### config.mk
export PLATFORM = sky130hd
export DESIGN_NAME = keyboard
export DESIGN_NICKNAME = d
export VERILOG_FILES = /design/src/rtl/keyboard.sv
export SDC_FILE = /design/constraint.sdc
export NUM_CORES = 1
export LEC_CHECK = 0
export BUFFER_PORTS_ARGS = -buffer_cell sky130_fd_sc_hd__buf_2
export CORE_ASPECT_RATIO = 1.25
export CORE_MARGIN = 4
export CORE_UTILIZATION = 55
export CTS_CLUSTER_DIAMETER = 40
export DETAILED_ROUTE_END_ITERATION = 6
export PLACE_DENSITY = 0.69
export SLEW_MARGIN = 25
export SYNTH_ARGS = -nofsm -noshare
export SYNTH_HDL_FRONTEND = slang
export SYNTH_SLANG_ARGS = --single-unit
### constraint.sdc
create_clock -name clk_25MHz -period 3.4 [get_ports clk_25MHz]
set_input_delay 0.34 -clock clk_25MHz [delete_from_list [all_inputs] [get_ports clk_25MHz]]
set_output_delay 0.34 -clock clk_25MHz [all_outputs]
set_load 0.05 [all_outputs]
### src/rtl/keyboard.sv
// PS/2 scan-code set 2 receiver that tracks held/released state of Up, Down, Left, Right and Space.
// Inputs are synchronized and glitch-filtered; frames are deframed, then E0/F0 prefixes steer the key map.
// Outputs are registered levels that change one cycle after the sampling event of a good stop bit.
module keyboard #(
  parameter int FILTER_LEN     = 8,
  parameter int TIMEOUT_CYCLES = 50000
) (
  input  logic clk_25MHz,
  input  logic rst,
  input  logic PS2Clk,
  input  logic PS2Data,
  output logic upKeyState,
  output logic downKeyState,
  output logic leftKeyState,
  output logic rightKeyState,
  output logic spaceKeyState
);

  localparam int FW = $clog2(FILTER_LEN + 1);
  localparam int TW = $clog2(TIMEOUT_CYCLES + 1);

  typedef enum logic [1:0] {
    RX_IDLE,
    RX_DATA,
    RX_PARITY,
    RX_STOP
  } rx_state_t;

  // Synchronizer and filter state; idle bus level is 1
  logic          clk_s1, clk_s2;
  logic          data_s1, data_s2;
  logic [FW-1:0] filt_cnt;
  logic          filt;
  logic          filt_d;
  logic          fall;

  // Receiver state
  rx_state_t     state, state_nxt;
  logic [2:0]    bit_idx, bit_nxt;
  logic [7:0]    shreg, sh_nxt;
  logic          par, par_nxt;
  logic [TW-1:0] tcnt, tcnt_nxt;
  logic          byte_vld;

  // Prefix flags
  logic          ext, brk;

  // Two-flop synchronizers on both raw PS/2 lines
  always_ff @(posedge clk_25MHz or posedge rst) begin
    if (rst) begin
      clk_s1  <= 1'b1;
      clk_s2  <= 1'b1;
      data_s1 <= 1'b1;
      data_s2 <= 1'b1;
    end else begin
      clk_s1  <= PS2Clk;
      clk_s2  <= clk_s1;
      data_s1 <= PS2Data;
      data_s2 <= data_s1;
    end
  end

  // Glitch filter: the filtered clock follows only after FILTER_LEN consecutive differing samples
  always_ff @(posedge clk_25MHz or posedge rst) begin
    if (rst) begin
      filt_cnt <= '0;
      filt     <= 1'b1;
      filt_d   <= 1'b1;
    end else begin
      filt_d <= filt;
      if (clk_s2 == filt) begin
        filt_cnt <= '0;
      end else if (filt_cnt == FW'(FILTER_LEN - 1)) begin
        filt     <= clk_s2;
        filt_cnt <= '0;
      end else begin
        filt_cnt <= filt_cnt + FW'(1);
      end
    end
  end

  // Sampling event: the cycle in which the filtered clock has just dropped
  assign fall = filt_d & ~filt;

  // Receiver state register
  always_ff @(posedge clk_25MHz or posedge rst) begin
    if (rst) begin
      state   <= RX_IDLE;
      bit_idx <= '0;
      shreg   <= '0;
      par     <= 1'b0;
      tcnt    <= '0;
    end else begin
      state   <= state_nxt;
      bit_idx <= bit_nxt;
      shreg   <= sh_nxt;
      par     <= par_nxt;
      tcnt    <= tcnt_nxt;
    end
  end

  // Receiver next-state: frame bit sequencing, mid-frame timeout and frame validation
  always_comb begin
    state_nxt = state;
    bit_nxt   = bit_idx;
    sh_nxt    = shreg;
    par_nxt   = par;
    tcnt_nxt  = tcnt;
    byte_vld  = 1'b0;

    // Idle-time counter only runs mid-frame; expiry abandons the partial frame
    if (state == RX_IDLE || fall) begin
      tcnt_nxt = '0;
    end else if (tcnt == TW'(TIMEOUT_CYCLES - 1)) begin
      tcnt_nxt  = '0;
      state_nxt = RX_IDLE;
    end else begin
      tcnt_nxt = tcnt + TW'(1);
    end

    if (fall) begin
      case (state)
        RX_IDLE: begin
          // A 1 in the start position is not a frame; stay idle
          if (!data_s2) begin
            state_nxt = RX_DATA;
            bit_nxt   = '0;
          end
        end
        RX_DATA: begin
          sh_nxt  = {data_s2, shreg[7:1]};
          bit_nxt = bit_idx + 3'd1;
          if (bit_idx == 3'd7) state_nxt = RX_PARITY;
        end
        RX_PARITY: begin
          par_nxt   = data_s2;
          state_nxt = RX_STOP;
        end
        RX_STOP: begin
          // Odd parity over data+parity and a high stop bit make the byte good
          state_nxt = RX_IDLE;
          byte_vld  = data_s2 & (^{shreg, par});
        end
        default: state_nxt = RX_IDLE;
      endcase
    end
  end

  // Decoder: prefix bytes set sticky flags; any other byte acts on the key map and clears them
  always_ff @(posedge clk_25MHz or posedge rst) begin
    if (rst) begin
      ext           <= 1'b0;
      brk           <= 1'b0;
      upKeyState    <= 1'b0;
      downKeyState  <= 1'b0;
      leftKeyState  <= 1'b0;
      rightKeyState <= 1'b0;
      spaceKeyState <= 1'b0;
    end else if (byte_vld) begin
      if (shreg == 8'hE0) begin
        ext <= 1'b1;
      end else if (shreg == 8'hF0) begin
        brk <= 1'b1;
      end else begin
        ext <= 1'b0;
        brk <= 1'b0;
        if (ext) begin
          case (shreg)
            8'h75:   upKeyState    <= ~brk;
            8'h72:   downKeyState  <= ~brk;
            8'h6B:   leftKeyState  <= ~brk;
            8'h74:   rightKeyState <= ~brk;
            default: ;
          endcase
        end else if (shreg == 8'h29) begin
          spaceKeyState <= ~brk;
        end
      end
    end
  end

endmodule

# After elaboration in Yosys (flattened, before gate mapping)
# Cells that the tools add are included.
dict set report totals {
  regBits 47
  input_bits 4
  elab_cells 78
}
dict set report op_classes {
  n_addsub 3
  eq_ne 16
  muxes 17
  bitwise_logic 8
  reduce_logical 15
}
# cell count
set ops {}
lappend ops {{== test 8 x 7 -> 1 bit, second input constant} 4}
lappend ops {{two-way mux 16 bit} 2}
lappend ops {{AND reduction 5 bit} 5}
lappend ops {{adder 16 x 1 -> 16 bit, second input constant} 1}
lappend ops {{== test 16 bit, second input constant} 1}
lappend ops {{== test 8 bit, second input constant} 2}
lappend ops {{two-way mux 2 bit} 5}
lappend ops {{AND reduction 2 bit} 5}
lappend ops {{XOR reduction 9 bit} 1}
lappend ops {{== test 8 x 6 -> 1 bit, second input constant} 1}
lappend ops {{two-way mux 4 bit} 2}
lappend ops {{one-hot mux 2 bit (4 select lines)} 1}
lappend ops {{NOT 1 bit} 6}
lappend ops {{one-hot mux 3 bit (2 select lines)} 1}
lappend ops {{two-way mux 1 bit} 5}
lappend ops {{adder 4 x 1 -> 4 bit, second input constant} 1}
lappend ops {{== test 2 bit, second input constant} 2}
lappend ops {{== test 4 x 3 -> 1 bit, second input constant} 1}
lappend ops {{inequality test 2 bit, second input constant} 2}
lappend ops {{adder 3 x 1 -> 3 bit, second input constant} 1}
lappend ops {{== test 3 bit, second input constant} 1}
lappend ops {{two-way mux 3 bit} 1}
lappend ops {{AND reduction 3 bit} 1}
lappend ops {{bitwise AND 1 bit} 2}
lappend ops {{5 further kinds} 5}

# Depth between registers and ports, before layout
dict set report depth {
  word_depth 7
  ltp_mapped 7
}

# Worst setup path before layout
# No wires, ideal clock.
dict set report synth_path {
  kind {reg2reg}
  startpoint {reg tcnt[0]}
  endpoint {reg tcnt[10]}
  t_arrival_ns 1.589
  required_time_ns 3.281
  path_slack_ns 1.693
  path_stages_with_launch 8
  synth_period_minus_slack_ns 1.707
  path_cell_list {dfrtp_1 > ha_1 > nand3_1 > nor4_1 > a32oi_1 > o21ai_1 > buf_4 > nor2_1}
}
dict set report synth_via {
  elab_chain_cells 3
  word_cells_on_any_way 4
  classes_between {add/sub (1); eq/ne (1); mux (2)}
}
# item line_no
set synth_lines {}
lappend synth_lines {{start: declaration} 42} ;# logic [TW-1:0] tcnt, tcnt_nxt;
lappend synth_lines {{start signal: assignment} 98} ;# tcnt <= tcnt_nxt;
lappend synth_lines {{adder 16 x 1 -> 16 bit or == test 16 bit (tied branches)} {118, 114}}
lappend synth_lines {{two-way mux 16 bit (*)} 114} ;# end else if (tcnt == TW'(TIMEOUT_CYCLES - 1)) begin
lappend synth_lines {{two-way mux 16 bit (*)} 112} ;# if (state == RX_IDLE || fall) begin
lappend synth_lines {{net tcnt_nxt[10]} 42}
# Mark *: on every way through the listed nets, which the timed path passes. The rest lies on a longest branch.
# A chain may end at the register's enable or synchronous reset.

# Final worst setup path
dict set report layout_path {
  startpoint {reg filt_d}
  endpoint {reg shreg[2]}
}
dict set report layout_via {
  elab_chain_cells 2
}
# item line_no
set layout_lines {}
lappend layout_lines {{start: declaration} 34} ;# logic filt_d;
lappend layout_lines {{start signal: assignment} 70} ;# filt_d <= filt;
lappend layout_lines {{bitwise AND 1 bit} 83} ;# assign fall = filt_d & ~filt;
lappend layout_lines {{AND reduction 2 bit (no source line)} --}
lappend layout_lines {{end signal: assignment} 96} ;# shreg <= sh_nxt;
lappend layout_lines {{end: declaration} 40} ;# logic [7:0] shreg, sh_nxt;
# No other way between the ends.

==> summary.md <==
| Metric | Value |
|---|---|
| Least-Margin Pin Slew | `0.724 ns` |
| Wire length of the first global-routing pass | `6.49 mm` |
| Top-level I/O count | `9` |
| Port bufs | `8` |
| Final period util | `57.4%` |
| Internal portion of total power | `0.000915 W` |
| Mean post-synth cell area | `10.8 um^2` |
| Largest net degree at the start of global routing | `48` |
| Router iterations before antenna repair | `4` |
| Layout area overhead | `8.91%` |
| Number of nets in the synthesized netlist | `212` |
| Clock Tree Buf Depth | `2` |
| Data arrival time of the critical path | `2.15 ns` |
| Setup fix buffers added after clock tree synthesis | `0` |
| Fraction of power consumed by sequential logic | `53.3%` |
| Least setup slack across all paths after layout | `1.45 ns` |
| Class of the tightest hold or removal check | `input pin to register` |
| P_sw | `0.000378 W` |
| Critical register-to-register path startpoint | `filt_d` |
| Portion of the post-synthesis area used by sequential elements | `53.7%` |
| Top cells by area, synth | `dfrtp_1 47%, dfstp_2 7.1%, xnor2_1 5.6%, mux2_2 4.6%, nor2_1 4.4%` |
| Yosys top cell area share | `46.5%` |
| CTS Sinks | `47` |
| End point of the most critical hold path | `clk_s1` |
| Total routed wirelength | `3.78 mm` |
| Switching share of total power | `29.2%` |
| Total global routing track utilization | `16.6%` |
| #FFs+latches synth | `47` |
| # setup viols final | `0` |
| Worst Skew | `0.00638 ns` |
| Cell type contributing the most total cell area after synthesis | `dfrtp_1` |
| Count of hold buffers inserted by post-cts repair | `0` |
| H-tree Lvls | `2` |
| Count of fill cells added during filler insertion | `315` |
| Warnings, synthesis | `0` |
| Instance count along the most critical hold path | `1` |
| Power share of the clock group | `28.3%` |
| Wire length per cell after detailed routing | `14.0 um` |
| Number of vias in the routed layout | `1496` |
| Violation count after the first detailed-route iteration | `105` |
| Share of flip-flops with an asynchronous set or reset after synthesis | `100%` |
| Core region area | `3820 um^2` |
| Post-route antenna net violation count | `0` |
| Drt via density | `5.54` |
| Die W | `64.6 um` |
| Unrepaired setup endpoints after global routing | `no` |
| Hold path start | `PS2Clk` |
| Number of cells produced by synthesis | `204` |
| Worst ir drop on vdd | `0.377 mV` |
| Outcome | `completed` |
| Clock tree from TritonCTS | `yes` |
| Final setup TNS | `0 ns` |
| Standby leakage power | `1.05 nW` |
| Placer's final routability congestion estimate | `0.766` |
| Unique masters post-synth | `41` |
| Req. time, crit path | `3.59 ns` |
| Number of flops mapped to enable cells by yosys | `0` |
| Die H | `78.8 um` |
| Leading cell type in the layout, fill and taps excluded | `dfrtp_1` |
| Slack of the worst reg-to-reg path | `1.45 ns` |
| Resize count post-CTS | `0` |
| Setup slack after placement | `1.27 ns` |
| Congestion Overflow GR | `0` |
| Detailed placer's ending HPWL | `2.67 mm` |
| Most used DFF post-synth | `dfrtp_1` |
| Nature of the critical path startpoint | `register` |
| FP Rows | `25` |
| Share of total power in combinational logic | `18.4%` |
| Highest-count cells in the layout ignoring fill and taps | `41 x dfrtp_1, 26 x nor2_1, 14 x xnor2_1, 13 x nand2_1, 10 x inv_1` |
| Depth of the worst register-to-register path | `4` |
| Post-CTS clock slew at the launch and capture registers of the worst setup and hold paths | `0.09 ns` |
| Total DRC errors in the routed layout | `0` |
| Headroom to the max-slew limit | `51.7%` |
| Final nets | `223` |
| Antenna Cells | `0` |
| Largest driver fanout on the critical path | `13` |
| Max Fclk | `512 MHz` |
| PwrDens | `538 nW/um^2` |
| Clock root buffer | `clkbuf_8` |
| Initial Utilization | `57.8%` |
| Clock latency reported for the late side of the worst-skew pair | `0.30 ns` |
| Antenna violations before repair | `0` |
| Number of buffers created by CTS | `5` |
| Min Tclk post-route | `1.95 ns` |
| Hold Violations, Final | `0` |
| Vias in the first global route | `1499` |
| Critical R2R Capture | `shreg[2]` |
| Pins Over Slew Limit | `0` |
| Post-synthesis instance area | `2210 um^2` |
| Max-capacitance violation count | `0` |
| Fraction of layout instances using a drive strength above 1 | `16.2%` |
| Critical path endpoint category | `register` |
| Die Footprint | `5090 um^2` |
| WS Path Type | `register to register` |
logic make-up after synthesis:
kind of cell	share of synthesized area (%)
simple gates	19.3
flops	53.7
xor+xnor	9.47
buf+inv	3.06
compound gates	4.94
mux	7.32
fa+ha+maj	2.27
cell type report:
type                            count  area [um^2]  area share [%]
Sequential cell                    47         1180            49.3
Multi-Input combinational cell    141          958            39.9
Clock buffer                        7         96.3            4.01
Tap cell                           54         67.6            2.81
Timing Repair Buffer                9         47.5            1.98
Inverter                           11         41.3            1.72
Clock inverter                      1         7.51           0.313
flip-flops by register name, indices dropped and copies added, names as in the netlist:
register       count
tcnt              16
shreg              8
filt_cnt           4
bit_idx            3
state              2
brk                1
clk_s1             1
clk_s2             1
data_s1            1
data_s2            1
downKeyState       1
ext                1
filt               1
filt_d             1
leftKeyState       1
par                1
rightKeyState      1
spaceKeyState      1
upKeyState         1
power groups by stage:
| stage | registers, W | logic, W | clock network [W] |
|---|---|---|---|
| final | 0.000689 | 0.000238 | 0.000366 |
| after global routing | 0.000702 | 0.000268 | 0.000402 |
| after CTS | 0.000687 | 0.000238 | 0.000379 |
| after detailed placement | 0.000698 | 0.000236 | 0 |
| after global placement | 0.000692 | 0.000229 | 0 |
| after floorplan | 0.000681 | 0.000203 | 0 |
stage by stage:
stage	std cells	hold slack, ns	cell area (um^2)	utilization, %	power [W]
global placement	262	0.346	2290	60.1	0.000921
CTS	270	0.122	2400	62.9	0.00130
detailed placement	262	0.347	2290	60.1	0.000934
floorplan	204	0.344	2210	-	0.000884
global route	270	0.116	2400	63.0	0.00137
finish	270	0.131	2400	63.0	0.00129
cells in the mapped netlist, drive strengths merged, types with 2 or more instances:
cell type	instances
a22o	2
and2	2
buf	3
clkbuf	2
dfrtp	41
dfstp	6
ha	4
inv	11
mux2	9
mux2i	6
nand2	13
nand2b	3
nand3	9
nand3b	3
nand4	3
nand4b	3
nor2	26
nor3	9
nor4	5
nor4b	3
o21ai	5
xnor2	15
xor2	8
worst max-delay path by stage:
stage | slack (ns) | depth (start not counted) | to | startpoint
after floorplan | 1.69 | 7 | tcnt[10] | tcnt[0]
after global placement | 1.40 | 6 | tcnt[13] | tcnt[0]
after detailed placement | 1.27 | 6 | tcnt[12] | tcnt[0]
after CTS | 1.27 | 6 | tcnt[12] | tcnt[0]
after global routing | 1.34 | 4 | shreg[2] | filt_d
final | 1.45 | 4 | shreg[2] | filt_d
worst max-delay path: stages (launching register included):
cell,delay (ns)
dfstp_2,0.54
nand2b_1,0.13
nor2_1,0.16
and2_0,0.61
mux2_2,0.41
layer usage:
metal / global-route usage [%] / part of all wire (%)
met5: 0 / 0
met4: 8.88 / 2.7
met3: 4.24 / 3.0
met2: 30.1 / 55
met1: 17.4 / 39
Note: power is estimated with default switching activity, not from simulation.
